**config.mk**
```make
export PLATFORM = sky130hd
export DESIGN_NAME = btn_conditioner
export DESIGN_NICKNAME = d
export VERILOG_FILES = /design/src/rtl/btn_pkg.sv /design/src/rtl/btn_channel.sv /design/src/rtl/btn_conditioner.sv
export SDC_FILE = /design/constraint.sdc
export NUM_CORES = 1
export LEC_CHECK = 0
export CORE_MARGIN = 1.5
export CORE_UTILIZATION = 60
export CTS_CLUSTER_DIAMETER = 100
export CTS_CLUSTER_SIZE = 40
export DETAILED_ROUTE_END_ITERATION = 8
export PLACE_DENSITY = 0.79
export SYNTH_ARGS = -nofsm -noshare
export SYNTH_HDL_FRONTEND = slang
export SYNTH_HIERARCHICAL = 1
export SYNTH_SLANG_ARGS = --single-unit
```
**constraint.sdc**
```tcl
create_clock -name clk -period 2.3 [get_ports clk]
set_input_delay 0.575 -clock clk [delete_from_list [all_inputs] [get_ports clk]]
set_output_delay 0.575 -clock clk [all_outputs]
set_load 0.01 [all_outputs]
```
**src/rtl/btn_pkg.sv**
```systemverilog
// Shared constants and state encoding for the push-button conditioner.
// Latency: n/a (declarations only).
// Backpressure: n/a.
package btn_pkg;

  // Channel index of each physical button on the board
  localparam int BTN_LEFT  = 0;
  localparam int BTN_RIGHT = 1;
  localparam int BTN_FIRE  = 2;

  // Default timing at 50 MHz: 5 ms debounce, 0.5 s first repeat, 125 ms repeat rate
  localparam int unsigned DEBOUNCE_DEF      = 250000;
  localparam int unsigned REPEAT_DELAY_DEF  = 25000000;
  localparam int unsigned REPEAT_PERIOD_DEF = 6250000;

  // Per-channel debounce FSM state, kept as plain constants for the older blocks
  typedef logic [1:0] btn_state_t;
  localparam btn_state_t RELEASED     = 2'd0;
  localparam btn_state_t PRESS_WAIT   = 2'd1;
  localparam btn_state_t PRESSED      = 2'd2;
  localparam btn_state_t RELEASE_WAIT = 2'd3;

  // Counter width able to hold 0..n-1, never narrower than one bit
  function automatic int cnt_width(input int unsigned n);
    return (n < 2) ? 1 : $clog2(n);
  endfunction

endpackage

```
**src/rtl/btn_channel.sv**
```systemverilog
// One button: 2-flop synchroniser, debounce FSM, edge pulses, optional auto-repeat, sticky event flag.
// Latency: level_n and press/release pulses change DEBOUNCE_CYCLES+3 edges after the new raw level is first sampled.
// Backpressure: none; pulses are fire-and-forget, evt_n holds low until tick. Auto-repeat built with BTN_AUTO_REPEAT_EN.
module btn_channel
  import btn_pkg::*;
#(
  parameter int unsigned DEBOUNCE_CYCLES = DEBOUNCE_DEF,
  parameter int unsigned REPEAT_DELAY    = REPEAT_DELAY_DEF,
  parameter int unsigned REPEAT_PERIOD   = REPEAT_PERIOD_DEF
) (
  input  logic clk,
  input  logic reset,
  input  logic btn_n,
  input  logic tick,
  output logic level_n,
  output logic press_pulse,
  output logic release_pulse,
  output logic repeat_pulse,
  output logic evt_n
);

  localparam int CNT_W = cnt_width(DEBOUNCE_CYCLES);
  localparam logic [CNT_W-1:0] CNT_LAST = CNT_W'(DEBOUNCE_CYCLES - 1);

  logic             sync1;
  logic             s;
  btn_state_t       state;
  logic [CNT_W-1:0] cnt;
  logic             accept_press;
  logic             accept_release;

  // Bring the raw level into the clk domain; idle (released) level is 1
  always_ff @(posedge clk or negedge reset) begin
    if (!reset) begin
      sync1 <= 1'b1;
      s     <= 1'b1;
    end else begin
      sync1 <= btn_n;
      s     <= sync1;
    end
  end

  // A level change is accepted on the cycle the wait counter reaches its last value
  assign accept_press   = (state == PRESS_WAIT)   && !s && (cnt == CNT_LAST);
  assign accept_release = (state == RELEASE_WAIT) &&  s && (cnt == CNT_LAST);

  // Debounce FSM; the counter restarts from zero on every state change so it never wraps
  always_ff @(posedge clk or negedge reset) begin
    if (!reset) begin
      state         <= RELEASED;
      cnt           <= '0;
      level_n       <= 1'b1;
      press_pulse   <= 1'b0;
      release_pulse <= 1'b0;
    end else begin
      press_pulse   <= accept_press;
      release_pulse <= accept_release;
      case (state)
        RELEASED: begin
          if (!s) begin
            state <= PRESS_WAIT;
            cnt   <= '0;
          end
        end
        PRESS_WAIT: begin
          if (s) begin
            state <= RELEASED;
            cnt   <= '0;
          end else if (accept_press) begin
            state   <= PRESSED;
            cnt     <= '0;
            level_n <= 1'b0;
          end else begin
            cnt <= cnt + 1'b1;
          end
        end
        PRESSED: begin
          if (s) begin
            state <= RELEASE_WAIT;
            cnt   <= '0;
          end
        end
        RELEASE_WAIT: begin
          if (!s) begin
            state <= PRESSED;
            cnt   <= '0;
          end else if (accept_release) begin
            state   <= RELEASED;
            cnt     <= '0;
            level_n <= 1'b1;
          end else begin
            cnt <= cnt + 1'b1;
          end
        end
        default: begin
          state <= RELEASED;
          cnt   <= '0;
        end
      endcase
    end
  end

`ifdef BTN_AUTO_REPEAT_EN
  localparam int unsigned RPT_MAX = (REPEAT_DELAY > REPEAT_PERIOD) ? REPEAT_DELAY : REPEAT_PERIOD;
  localparam int RPT_W = cnt_width(RPT_MAX);
  localparam logic [RPT_W-1:0] RPT_DLY_LAST = RPT_W'(REPEAT_DELAY - 1);
  localparam logic [RPT_W-1:0] RPT_PER_LAST = RPT_W'(REPEAT_PERIOD - 1);

  logic [RPT_W-1:0] rpt_cnt;
  logic             rpt_first;
  logic             holding;
  logic             rpt_hit;

  // Button counts as held in PRESSED and while a release is still being debounced
  assign holding = (state == PRESSED) || (state == RELEASE_WAIT);
  assign rpt_hit = (rpt_cnt == (rpt_first ? RPT_DLY_LAST : RPT_PER_LAST));

  // Repeat timer: long first interval, then the shorter period; a confirmed release wins over a due repeat
  always_ff @(posedge clk or negedge reset) begin
    if (!reset) begin
      rpt_cnt      <= '0;
      rpt_first    <= 1'b1;
      repeat_pulse <= 1'b0;
    end else begin
      repeat_pulse <= 1'b0;
      if (accept_press || accept_release || !holding) begin
        rpt_cnt   <= '0;
        rpt_first <= 1'b1;
      end else if (rpt_hit) begin
        rpt_cnt      <= '0;
        rpt_first    <= 1'b0;
        repeat_pulse <= 1'b1;
      end else begin
        rpt_cnt <= rpt_cnt + 1'b1;
      end
    end
  end
`else
  // Repeat timing has no effect when auto-repeat is not built
  localparam int unsigned UNUSED_RPT_CFG = REPEAT_DELAY + REPEAT_PERIOD;
  assign repeat_pulse = 1'b0;
`endif

  // Sticky event: a new press/repeat takes priority over the tick that would clear it
  always_ff @(posedge clk or negedge reset) begin
    if (!reset) begin
      evt_n <= 1'b1;
    end else if (press_pulse || repeat_pulse) begin
      evt_n <= 1'b0;
    end else if (tick && !evt_n) begin
      evt_n <= 1'b1;
    end
  end

endmodule

```
**src/rtl/btn_conditioner.sv**
```systemverilog
// Conditions the raw active-low board buttons for the game logic: sync, debounce, pulses, sticky events.
// Latency: DEBOUNCE_CYCLES+3 clk edges from first sampling a stable raw edge to level_n/pulse outputs.
// Backpressure: none; evt_n holds each event until the game tick. Auto-repeat built with BTN_AUTO_REPEAT_EN.
module btn_conditioner
  import btn_pkg::*;
#(
  parameter int          N_BTN           = BTN_FIRE + 1,
  parameter int unsigned DEBOUNCE_CYCLES = DEBOUNCE_DEF,
  parameter int unsigned REPEAT_DELAY    = REPEAT_DELAY_DEF,
  parameter int unsigned REPEAT_PERIOD   = REPEAT_PERIOD_DEF
) (
  input  logic             clk,
  input  logic             reset,
  input  logic [N_BTN-1:0] btn_n,
  input  logic             tick,
  output logic [N_BTN-1:0] level_n,
  output logic [N_BTN-1:0] press_pulse,
  output logic [N_BTN-1:0] release_pulse,
  output logic [N_BTN-1:0] repeat_pulse,
  output logic [N_BTN-1:0] evt_n
);

  // Channels are fully independent; only clk, reset and tick are shared
  for (genvar i = 0; i < N_BTN; i++) begin : g_chan
    btn_channel #(
      .DEBOUNCE_CYCLES (DEBOUNCE_CYCLES),
      .REPEAT_DELAY    (REPEAT_DELAY),
      .REPEAT_PERIOD   (REPEAT_PERIOD)
    ) u_chan (
      .clk           (clk),
      .reset         (reset),
      .btn_n         (btn_n[i]),
      .tick          (tick),
      .level_n       (level_n[i]),
      .press_pulse   (press_pulse[i]),
      .release_pulse (release_pulse[i]),
      .repeat_pulse  (repeat_pulse[i]),
      .evt_n         (evt_n[i])
    );
  end

endmodule
```
# After elaboration in Yosys (flattened, before gate mapping)
# Cells that the tools add are included.
[totals] wordCells=165 regBits=78 in_bits=6 output_inout_bits=15 latchBits=0 memories=0 ram_bits=0 mem_bits_ro=0
[op_classes] n_eq_ne=36 shifts=0 mux=63 n_div=0 multipliers=0 order_cmp=0 n_addsub=3 reduce_logical=39 bitwise=0
[op_table] op="$mux 18" count=18
[op_table] op="$pmux 18 s4" count=3
[op_table] op="$add 18x1->18 const B" count=3
[op_table] op="$eq 18x18->1 const B" count=3
[op_table] op="$mux 2" count=18
[op_table] op="$ne 2x1->1 const B" count=12
[op_table] op="$pmux 2 s4" count=3
[op_table] op="$mux 1" count=18
[op_table] op="$logic_and 1x1->1" count=15
[op_table] op="$reduce_and 5->1" count=3
[op_table] op="$eq 2x2->1 const B" count=6
[op_table] op="$ne 2x2->1 const B" count=6
[op_table] op="$reduce_and 4->1" count=3
[op_table] op="$reduce_bool 2->1" count=6
[op_table] op="$ne 3x1->1 const B" count=3
[op_table] op="$ne 3x3->1 const B" count=3
[op_table] op="$eq 2x1->1 const B" count=3
[op_table] op="$logic_not 1->1" count=6
[op_table] op="$logic_not 2->1" count=3
[op_table] op="$pmux 1 s2" count=3
[op_table] op="$reduce_and 2->1" count=3

# Longest topological paths before layout
[depth] ltp_word=6 ltp_mapped=7 mapped_depth_nobuf=6

# Modules after synthesis
# The synthesis kept the hierarchy.
[modules_own_cells] mod="btn_channel (g_chan[0].u_chan ...)" seq_area_each_um2=655.6 cells_each=146 area_each_um2=1446.4 n_inst=2
[modules_own_cells] mod="btn_channel (g_chan[2].u_chan)" seq_area_each_um2=655.6 cells_each=149 area_each_um2=1372.6 n_inst=1

# Least setup slack after synthesis
# No wires, ideal clock.
[synth_timing] path_kind="reg-to-reg" start="register g_chan[2].u_chan.cnt[11]" end="register g_chan[2].u_chan.cnt[9]" setup_time_ns=0.121 stages_incl_launch_ff=7 slack_ns=0.365 arrival_time_ns=1.815 required_ns=2.179 path_buffers=1 synth_period_minus_slack_ns=1.935 path_cell_list="dfrtp_1 or4b_4 nor4b_4 a21o_4 buf_6 o22ai_1 a22o_1"
[synth_between] elab_chain_cells=5 word_cells_on_any_way=8 cone_classes="eq/ne: 1; mux: 5; reduce/logical: 2"
[synth_rtl] item="start, declared" line_no="btn_channel.sv:28" rtl="logic [CNT_W-1:0] cnt;"
[synth_rtl] item="start signal, assigned" line_no="btn_channel.sv:74" rtl="cnt <= cnt + 1'b1;"
[synth_rtl] item="start signal, assigned" line_no="btn_channel.sv:92" rtl="cnt <= cnt + 1'b1;"
[synth_rtl] item="$eq 18x18->1 *" line_no="btn_channel.sv:44, btn_channel.sv:45"
[synth_rtl] item="$logic_and 1x1->1, on equally long branches" line_no="btn_channel.sv:45, btn_channel.sv:44"
[synth_rtl] item="$mux 18, on equally long branches" line_no="btn_channel.sv:87, btn_channel.sv:69"
[synth_rtl] item="$mux 18, on equally long branches" line_no="btn_channel.sv:84, btn_channel.sv:66"
[synth_rtl] item="$pmux 18 s4 *" line_no="btn_channel.sv:58" rtl="case (state)"
# Mark *: on every way between the ends. The rest lies on a longest branch, timed or not.
# A chain may end at the register's enable or synchronous reset.

# Final worst setup path
# Same ends and word-level chain as after synthesis.

==> summary.md <==
| Metric | Value |
|---|---|
| Register area share after synthesis | `0.461` |
| N_diodes | `0` |
| Final Hold Viols | `0` |
| DRC | `0` |
| Yosys warning total | `6` |
| WS Path Type | `register to register` |
| # rows | `30` |
| FF+latch count, synth | `78` |
| WP data arrival | `about 2.4 ns` |
| Placed inst area | `between 0.004 and 0.005 mm²` |
| Vias in the first global route | `approximately 3200` |
| Via-per-instance ratio | `roughly 6.0` |
| Status | `finished clean` |
| Via Count | `between 3000 and 4000` |
| Initial antenna violation count | `0` |
| Synthesis-to-layout area growth | `10.7%` |
| CP Max Fanout | `14` |
| Critical path endpoint category | `register` |
| Top-area cell type share of the netlist area | `0.387` |
| Total GRT Usage | `0.253` |
| Sum of negative setup slack | `0 ns` |
| XOR/XNOR share of the synthesized area | `0.0238` |
| PwrDens | `between 800 and 900 mW/mm²` |
| CTS Buf Count | `9` |
| CTS Root Buffer Type | `clkbuf_8` |
| Synth Area in Compound Gates | `0.145` |
| Ranking of synthesized cells by area | `dfrtp_1, dfstp_2, nand3_1, nand2_1, a21oi_1` |
| Maxcap violations | `0` |
| Leakage | `0.00202 µW` |
| Largest area contributor in the netlist | `dfrtp_1` |
| Largest net degree at the start of global routing | `50` |
| Routed WL | `8590 µm` |
| Port bufs | `17` |
| Unrepaired setup endpoints after global routing | `no` |
| Die ar. | `roughly 0.0076 mm²` |
| Slew Viols, Final | `0` |
| CP required | `approximately 2.6 ns` |
| Detailed Place HPWL | `between 5000 and 6000 µm` |
| CTS tree | `built` |
| Top FF cell, synth | `dfrtp_1` |
| Cell count after synthesis | `roughly 440` |
| Nets | `~470` |
| Non-Filler Instances | `approximately 560` |
| Total core area | `about 0.007 mm²` |
| Fin crit share | `0.916` |
| Largest family of logic cells by synthesized area | `simple AND/OR/NAND/NOR gates` |
| EDFF count, synth | `0` |
| Post-Route Skew | `about 0.0067 ns` |
| Gr ovfl total | `0` |
| Slew margin rel. | `0.584` |
| Least-Margin Pin Slew | `0.624 ns` |
| Simple-Gate Fraction of Synth Area | `0.293` |
| Post-Synth Adder-Cell Area | `0.00880` |
| Maximum vdd drop | `between 0.0006 and 0.0007 V` |
| Post-Syn Nets | `450` |
| Die width | `roughly 87 µm` |
| Die H | `about 87 µm` |
| Fraction of registers with async set/reset | `1.00` |
| Hold Buf Count CTS | `0` |
| Per-cell routed wire length | `between 15 and 20 µm` |
| Post-CTS Setup Inserts | `0` |
| Final setup vio count | `0` |
| Initial Util | `0.624` |
| Max Freq | `~0.47 GHz` |
| Synth Area per Inst | `between 9 and 10 µm²` |
| Mapped cell area | `approximately 0.0043 mm²` |
| Share of layout cells above drive strength 1 | `0.158` |
| Clock-pin transition on the worst setup and hold timing paths | `~0.07 ns` |
| Post-synthesis mux area share | `0.0188` |
| Final Power | `3950 µW` |
| First-pass GRT wire length | `approximately 15000 µm` |
| CP Launch Type | `register` |
| Crit path time final | `around 2.1 ns` |
| DRT iter0 DRCs | `roughly 270` |
| Post-Layout Inst Area | `roughly 0.0047 mm²` |
| Fin util | `0.691` |
| Boundary pin count | `21` |
| Antenna Violating Nets Remaining | `0` |
| # placed instances | `548` |
| Latest clock arrival within the worst-skew pair | `~0.36 ns` |
| CTS max path bufs | `2` |
| Synth unique cells | `between 50 and 60` |
| Hold/Removal Path Class | `input port to async pin` |
| Clock Sinks | `about 80` |
| H-tree levels | `3` |
| Gp weighted congestion | `0.851` |
| Initial DRT Pass Iterations | `5` |
==> state kept, by name, indices dropped and copies added, names as in the netlist, named ones only <==
register                     cells
g_chan.u_chan/press_pulse        3
g_chan.u_chan/state              3
g_chan.u_chan/cnt               54
g_chan.u_chan/evt_n              3
g_chan.u_chan/release_pulse      3
g_chan.u_chan/level_n            3
g_chan.u_chan/s                  3
g_chan.u_chan/sync1              3
==> logic make-up (layout without fill, tap and decap cells) <==
group           after synthesis  count (layout)
fa+ha+maj                     3               3
xor+xnor                      9               9
simple gates                207             207
other cells                   3               3
mux                           8               8
flops                        78              78
compound gates               98              98
buf+inv                      35              62
==> metrics by stage <==
step | setup slack [ns] | hold slack (ns)
2_1_floorplan | 0.365 | 0.279
3_3_place_gp | 0.227 | 0.346
3_5_place_dp | 0.150 | 0.347
4_1_cts | 0.126 | 0.238
5_1_grt | 0.0807 | 0.264
6_report | 0.192 | 0.231
==> layer usage <==
metal,vias to the layer above,global-route usage,part of all wire
met2,87,0.403,0.48
met4,0,0.0880,0.012
li1,1637,-,-
met1,1653,0.340,0.47
met3,10,0.0597,0.041
met5,-,0,0
==> repair_timing <==
action,4_1_cts,5_1_grt
endpoints found under the hold margin,0,0
gates resized for setup,0,1
setup endpoints to repair,0,9
==> worst max-delay path, stage by stage (launching register included) <==
cell	delay [ns]
dfrtp_1	0.44
or4b_4	0.57
nor4b_4	0.27
buf_4	0.18
a21o_4	0.20
o22ai_1	0.11
a22o_1	0.24
==> final cells by class <==
class | instances | area [µm²]
Tap cell | 96 | 120
Clock inverter | 6 | 87.6
Timing Repair Buffer | 28 | 250
Sequential cell | 78 | 1970
Inverter | 18 | 67.6
Fill cell | 555 | 2110
Clock buffer | 10 | 128
Multi-Input combinational cell | 328 | 2100
==> final timing paths <==
kind	from	to	slack, ns	depth (start not counted)
max	g_chan[2].u_chan/cnt[11]	g_chan[2].u_chan/cnt[9]	0.19	6
min in group clk	g_chan[2].u_chan/sync1	g_chan[2].u_chan/s	0.36	0
min reg2reg	g_chan[2].u_chan/sync1	g_chan[2].u_chan/s	0.36	0
min	reset	async pin	0.23	1
max in group asynchronous	reset	g_chan[2].u_chan/cnt[5]	1.48	2
max reg2reg	g_chan[2].u_chan/cnt[11]	g_chan[2].u_chan/cnt[9]	0.19	6
==> report_power, final <==
group / internal [µW] / leakage (µW) / switching, µW
combinational: 415 / 0.000877 / 749
sequential: 1490 / 0.00103 / 175
clock: 611 / 0.000110 / 511
total: 2510 / 0.00202 / 1440
==> synthesized netlist by cell type (6+ instances only) <==
cell type,count
o21ai_1,6
a21o_1,7
nand3_1,39
dfstp_2,12
nor2_1,25
o21ai_0,27
mux2i_1,8
and3_1,10
a21oi_1,32
nand2_1,52
nand4_1,15
nor3_1,10
buf_6,7
inv_1,18
or3_1,14
dfrtp_1,66
o31ai_1,7
==> layout by cell type (no fill, tap or decap), types with 5 or more instances in the layout <==
cell type,n
dfrtp_1,66
nand2_1,52
nand3_1,39
a21oi_1,31
o21ai_0,27
nor2_1,25
inv_1,18
clkdlybuf4s50_1,16
nand4_1,15
or3_1,14
dfstp_2,12
buf_4,12
and3_1,10
nor3_1,10
clkbuf_8,9
mux2i_1,8
o31ai_1,7
a21o_1,7
o21ai_1,6
and2_1,5
(Power assumes the default switching activity.)
